[src/rtl/posit8_encoder.sv]
// Two-stage valid/ready encoder that turns unpacked posit<8,1> fields into a posit8 word.
// Stage 1 builds the regime/exponent/fraction bit string; stage 2 rounds it (nearest, ties to even) and applies the sign.
module posit8_encoder #(
  parameter int FRAC_W = 4
) (
  input  logic              clk,
  input  logic              rst,
  input  logic              in_valid,
  output logic              in_ready,
  input  logic              in_sign,
  input  logic [3:0]        in_regi,
  input  logic              in_expo,
  input  logic [FRAC_W-1:0] in_frac,
  input  logic              in_sticky,
  input  logic              in_zero,
  input  logic              in_nar,
  output logic              out_valid,
  input  logic              out_ready,
  output logic [7:0]        out_posit,
  output logic              out_sat
);

  localparam int STR_W = 7 + 1 + FRAC_W + 1;

  logic en1, en2;

  logic             s1_valid_q;
  logic             s1_sign_q, s1_zero_q, s1_nar_q;
  logic             s1_sat_hi_q, s1_sat_lo_q;
  logic [STR_W-1:0] s1_str_q;

  logic             out_valid_q;
  logic [7:0]       out_posit_q;
  logic             out_sat_q;

  logic signed [3:0] k_s;
  logic              sat_hi_d, sat_lo_d;
  logic [3:0]        run_len;
  logic [STR_W-1:0]  tail, reg_pat, s1_str_d;

  logic [6:0] body, body_rnd;
  logic       guard, sticky, rnd;
  logic [7:0] mag, signed_mag, out_posit_d;
  logic       out_sat_d;

  assign en2      = out_ready | ~out_valid_q;
  assign en1      = en2 | ~s1_valid_q;
  assign in_ready = en1;

  assign k_s      = $signed(in_regi);
  assign sat_hi_d = (k_s >= 4'sd6);
  assign sat_lo_d = (k_s <= -4'sd7);
  assign tail     = {in_expo, in_frac, in_sticky, 7'b0};

  // Clamped regimes are built at the largest in-range run length (6); the sat flags override the word later.
  always_comb begin
    run_len = 4'd0;
    reg_pat = '0;
    if (k_s >= 4'sd0) begin
      run_len = sat_hi_d ? 4'd6 : (in_regi + 4'd1);
      reg_pat = ~({STR_W{1'b1}} >> run_len);
    end else begin
      run_len = sat_lo_d ? 4'd6 : (4'd0 - in_regi);
      reg_pat = {1'b1, {(STR_W-1){1'b0}}} >> run_len;
    end
    s1_str_d = reg_pat | (tail >> (run_len + 4'd1));
  end

  assign body     = s1_str_q[STR_W-1 -: 7];
  assign guard    = s1_str_q[STR_W-8];
  assign sticky   = |s1_str_q[STR_W-9:0];
  assign rnd      = guard & (sticky | body[0]);
  assign body_rnd = body + {6'd0, rnd};

  always_comb begin
    if (s1_sat_hi_q)      mag = 8'h7F;
    else if (s1_sat_lo_q) mag = 8'h01;
    else                  mag = {1'b0, body_rnd};
    signed_mag = s1_sign_q ? (~mag + 8'd1) : mag;
    if (s1_nar_q)       out_posit_d = 8'h80;
    else if (s1_zero_q) out_posit_d = 8'h00;
    else                out_posit_d = signed_mag;
    out_sat_d = (s1_sat_hi_q | s1_sat_lo_q) & ~s1_nar_q & ~s1_zero_q;
  end

  always_ff @(posedge clk) begin
    if (rst) begin
      s1_valid_q  <= 1'b0;
      s1_sign_q   <= 1'b0;
      s1_zero_q   <= 1'b0;
      s1_nar_q    <= 1'b0;
      s1_sat_hi_q <= 1'b0;
      s1_sat_lo_q <= 1'b0;
      s1_str_q    <= '0;
      out_valid_q <= 1'b0;
      out_posit_q <= 8'h00;
      out_sat_q   <= 1'b0;
    end else begin
      if (en1) begin
        s1_valid_q <= in_valid;
        if (in_valid) begin
          s1_sign_q   <= in_sign;
          s1_zero_q   <= in_zero;
          s1_nar_q    <= in_nar;
          s1_sat_hi_q <= sat_hi_d;
          s1_sat_lo_q <= sat_lo_d;
          s1_str_q    <= s1_str_d;
        end
      end
      if (en2) begin
        out_valid_q <= s1_valid_q;
        if (s1_valid_q) begin
          out_posit_q <= out_posit_d;
          out_sat_q   <= out_sat_d;
        end
      end
    end
  end

  assign out_valid = out_valid_q;
  assign out_posit = out_posit_q;
  assign out_sat   = out_sat_q;

endmodule

[config.mk]
export PLATFORM = sky130hd
export DESIGN_NAME = posit8_encoder
export DESIGN_NICKNAME = d
export VERILOG_FILES = /design/src/rtl/posit8_encoder.sv
export SDC_FILE = /design/constraint.sdc
export NUM_CORES = 1
export LEC_CHECK = 0
export ABC_AREA = 1
export CORE_MARGIN = 4
export CORE_UTILIZATION = 41
export DETAILED_ROUTE_END_ITERATION = 12
export GPL_TIMING_DRIVEN = 0
export PLACE_DENSITY_LB_ADDON = 0.15
export SLEW_MARGIN = 30
export SYNTH_ARGS = -nofsm -noshare
export SYNTH_HDL_FRONTEND = slang
export SYNTH_SLANG_ARGS = --single-unit
[constraint.sdc]
create_clock -name clk -period 5.6 [get_ports clk]
set_input_delay 0.84 -clock clk [delete_from_list [all_inputs] [get_ports clk]]
set_output_delay 0.84 -clock clk [all_outputs]
set_load 0.005 [all_outputs]
==> results.py <==
metrics = {
    "outcome": {
        "outcome": "completed",
    },
    "logic_synthesis": {
        "synth_simple_gate_area_share_pct": 40.37,
        "syn_avg_cell_area_um2": 6.058,
        "synth_xor_area_share_pct": 3.267,
        "synth_warnings": 0,
        "synth_top_family_by_area": "simple AND/OR/NAND/NOR gates",
        "syn_inst": 354,
        "synth_area_um2": 2145,
        "synth_top_area_share_pct": 27.07,
        "yosys.area.top_type": "dfxtp_1",
        "synth_nets": 378,
        "synth_mux_area_share_pct": 0,
        "synthTopCellsByArea": "dfxtp_1, nand2_1, nand3_1, inv_1, a21oi_1",
        "synth_adder_area_share_pct": 4.084,
        "yosys_register_bits": 29,
        "yosysUniqueCellTypes": 33,
        "synth_compound_area_share_pct": 15.75,
        "synth.yosys.seq_area_share_pct": 27.07,
    },
    "timing": {
        "slew_headroom_pct": 43.89,
        "maxSlewViolCount": 0,
        "setup_viol_count_final": 0,
        "finalSetupTns_ns": 0,
        "worstMarginPinSlew_ns": 0.8352,
        "rsz0062_at_grt": "false",
        "hold_violations": 0,
        "fin_crit_sh_pct": 65.99,
        "hold_ws_ns": 0.4630,
        "max_freq_mhz": 270.6,
        "skew_ns": 0.003280,
        "final.min_clock_period_ns": 3.696,
    },
    "clocking": {
        "clock-sinks": 29,
        "clock_latency_ns": 0.28,
        "clk_pin_slew_ns": 0.06,
        "cts_resized": 0,
        "cts_tree": "yes",
        "htree_levels": 2,
        "cts_buffers": 5,
        "cts_setup_buffers": 0,
        "root_buffer": "clkbuf_8",
        "holdBufCountCts": 0,
        "cts_buffer_depth": 2,
    },
    "global_route": {
        "overflow": 0,
        "grt_use_total_pct": 18.09,
        "antenna_found_initial": 0,
        "grt_pass1_vias": 2075,
        "grt_pass1_wl_um": 9211,
        "grt_start_max_net_pins": 11,
    },
    "job": {
        "max_cap_viol_count": 0,
    },
    "place": {
        "gp_congestion": 0.8746,
        "hpwl_um": 4175,
        "place_inst": 450,
        "place.port_buffers": 26,
    },
    "cells_and_area": {
        "antenna_cells": 0,
        "fin_cells": 458,
        "drive_gt1_share_pct": 6.186,
        "layout_commonest_cell": "nand2_1",
        "area_growth_pct": 21.65,
        "nets": 411,
        "final_cell_mix": "nand2_1, inv_1, nand3_1",
    },
    "route": {
        "drtIter0Drc": 233,
        "drc_errors": 0,
        "totalWireLength_um": 5264,
        "final_antenna_net_count": 0,
        "vias_per_cell": 5.050,
        "drt_first_pass_iters": 4,
        "wl_per_cell_um": 11.49,
        "vias": 2313,
    },
    "power": {
        "vdd_drop_max_v": 0.0001836,
        "power.share.switching_pct": 32.46,
        "internal-power_uw": 443.2,
        "powerDensity_nw_per_um2": 251.5,
        "p_sw_uw": 213.0,
        "p_leak_uw": 0.001196,
        "p_seq_share_pct": 35.7,
        "combPwrFrac_pct": 30.5,
        "clkPwrFrac_pct": 33.8,
    },
    "worst_setup_path": {
        "cp-start-kind": "input pin",
        "cp-end-kind": "flop",
        "critPathRequiredTime_ns": 5.81,
        "worstSetupPathType": "input pin to flop",
        "worstPathMaxFanout": 10,
        "cp.arrival_ns": 3.91,
    },
    "die": {
        "die_w_um": 80.33,
        "die-area_um2": 6452,
        "num_rows": 26,
        "pin_count": 28,
        "core_um2": 5075,
        "die_y_um": 80.33,
        "initial_core_util_pct": 42.26,
    },
    "worst_hold_path": {
        "hold_class": "flop to flop",
    },
}
[final timing paths]
path / from / endpoint / slack (ns) / cells past startpoint
worst max-delay path: in_regi[0] / s1_str_q[4] / 1.90 / 16
worst min-delay path: out_posit[1] / out_posit[1] / 0.46 / 2
worst max register to register: s1_str_q[6] / out_posit[6] / 3.67 / 15
worst min register to register: out_posit[1] / out_posit[1] / 0.46 / 2
[per-stage QoR]
stage	instance area (um^2)	util, %	setup WS (ns)	power [uW]
after floorplan	2145	-	2.797	380.9
after global placement	2492	49.11	1.617	435.8
after detailed placement	2492	49.11	1.642	437.5
after CTS	2609	51.41	1.916	659.5
after global routing	2609	51.41	1.584	700.7
final	2609	51.41	1.904	656.2
[cells in the mapped netlist, drive strengths merged]
master and count:
nand2 106, o221ai 1, nor2 38, buf 1, inv 43, clkinv 1
xor2 3, a31oi 2, xnor2 2, clkbuf 7, o21bai 2, nor3b 1
nor3 5, nor4 1, dfxtp 29, a21oi 31, nand4 4, and2 1
ha 7, o211ai 2, o21a 1, nand3 41, nand3b 1, o21ai 24
[worst max-delay path, stage by stage]
cell             delay [ns]
clkdlybuf4s50_1        0.68
inv_1                  0.21
ha_1                   0.26
inv_1                  0.07
nand2_1                0.07
nand2_2                0.14
nand3_2                0.13
nand2_2                0.13
buf_6                  0.15
ha_1                   0.23
clkbuf_1               0.17
inv_1                  0.21
nand3_1                0.16
o21ai_0                0.21
nand3_1                0.10
a21oi_1                0.12
[power by group through the flow]
stage          Clock, uW  Combinational [uW]  Sequential (uW)
6_report             222                 200              234
4_1_cts              225                 200              234
3_5_place_dp           0                 199              238
2_1_floorplan          0                 145              236
3_3_place_gp           0                 198              238
5_1_grt              234                 231              236
[flip-flops by register name, summed over array words and instances (netlist names)]
signal and count:
s1_sat_lo_q 1, s1_sat_hi_q 1, s1_zero_q 1, s1_valid_q 1, s1_str_q 13, s1_nar_q 1, s1_sign_q 1, out_valid 1
out_posit 8, out_sat 1
[logic make-up (layout without fill, tap and decap cells)]
kind of cell | Yosys count | in the layout
AO/OA/AOI/OAI | 63 | 63
XOR/XNOR | 5 | 5
AND/OR/NAND/NOR | 198 | 198
buffers and inverters | 52 | 86
flip-flops | 29 | 29
adder cells (fa/ha/maj) | 7 | 7
[final cells by class]
| class | instances | area, um^2 |
|---|---|---|
| fillers | 526 | 2466 |
| multi-input cells | 273 | 1361 |
| flip-flops and latches | 29 | 580.6 |
| repair buffers | 26 | 260.3 |
| inverters | 44 | 165.2 |
| well taps | 70 | 87.58 |
| clock buffers | 7 | 86.33 |
| plain buffers | 8 | 37.54 |
| clock inverters | 1 | 30.03 |
[per-layer routing]
layer	wire [um]	share of wire [%]	GRT usage (%)	up-vias
li1	-	-	-	1223
met1	2613	50	25.88	1034
met2	2317	44	27.15	50
met3	263	5.0	3.363	6
met4	70	1.3	5.743	0
met5	0	0	0	-
Note: power is estimated with default switching activity, not from simulation.
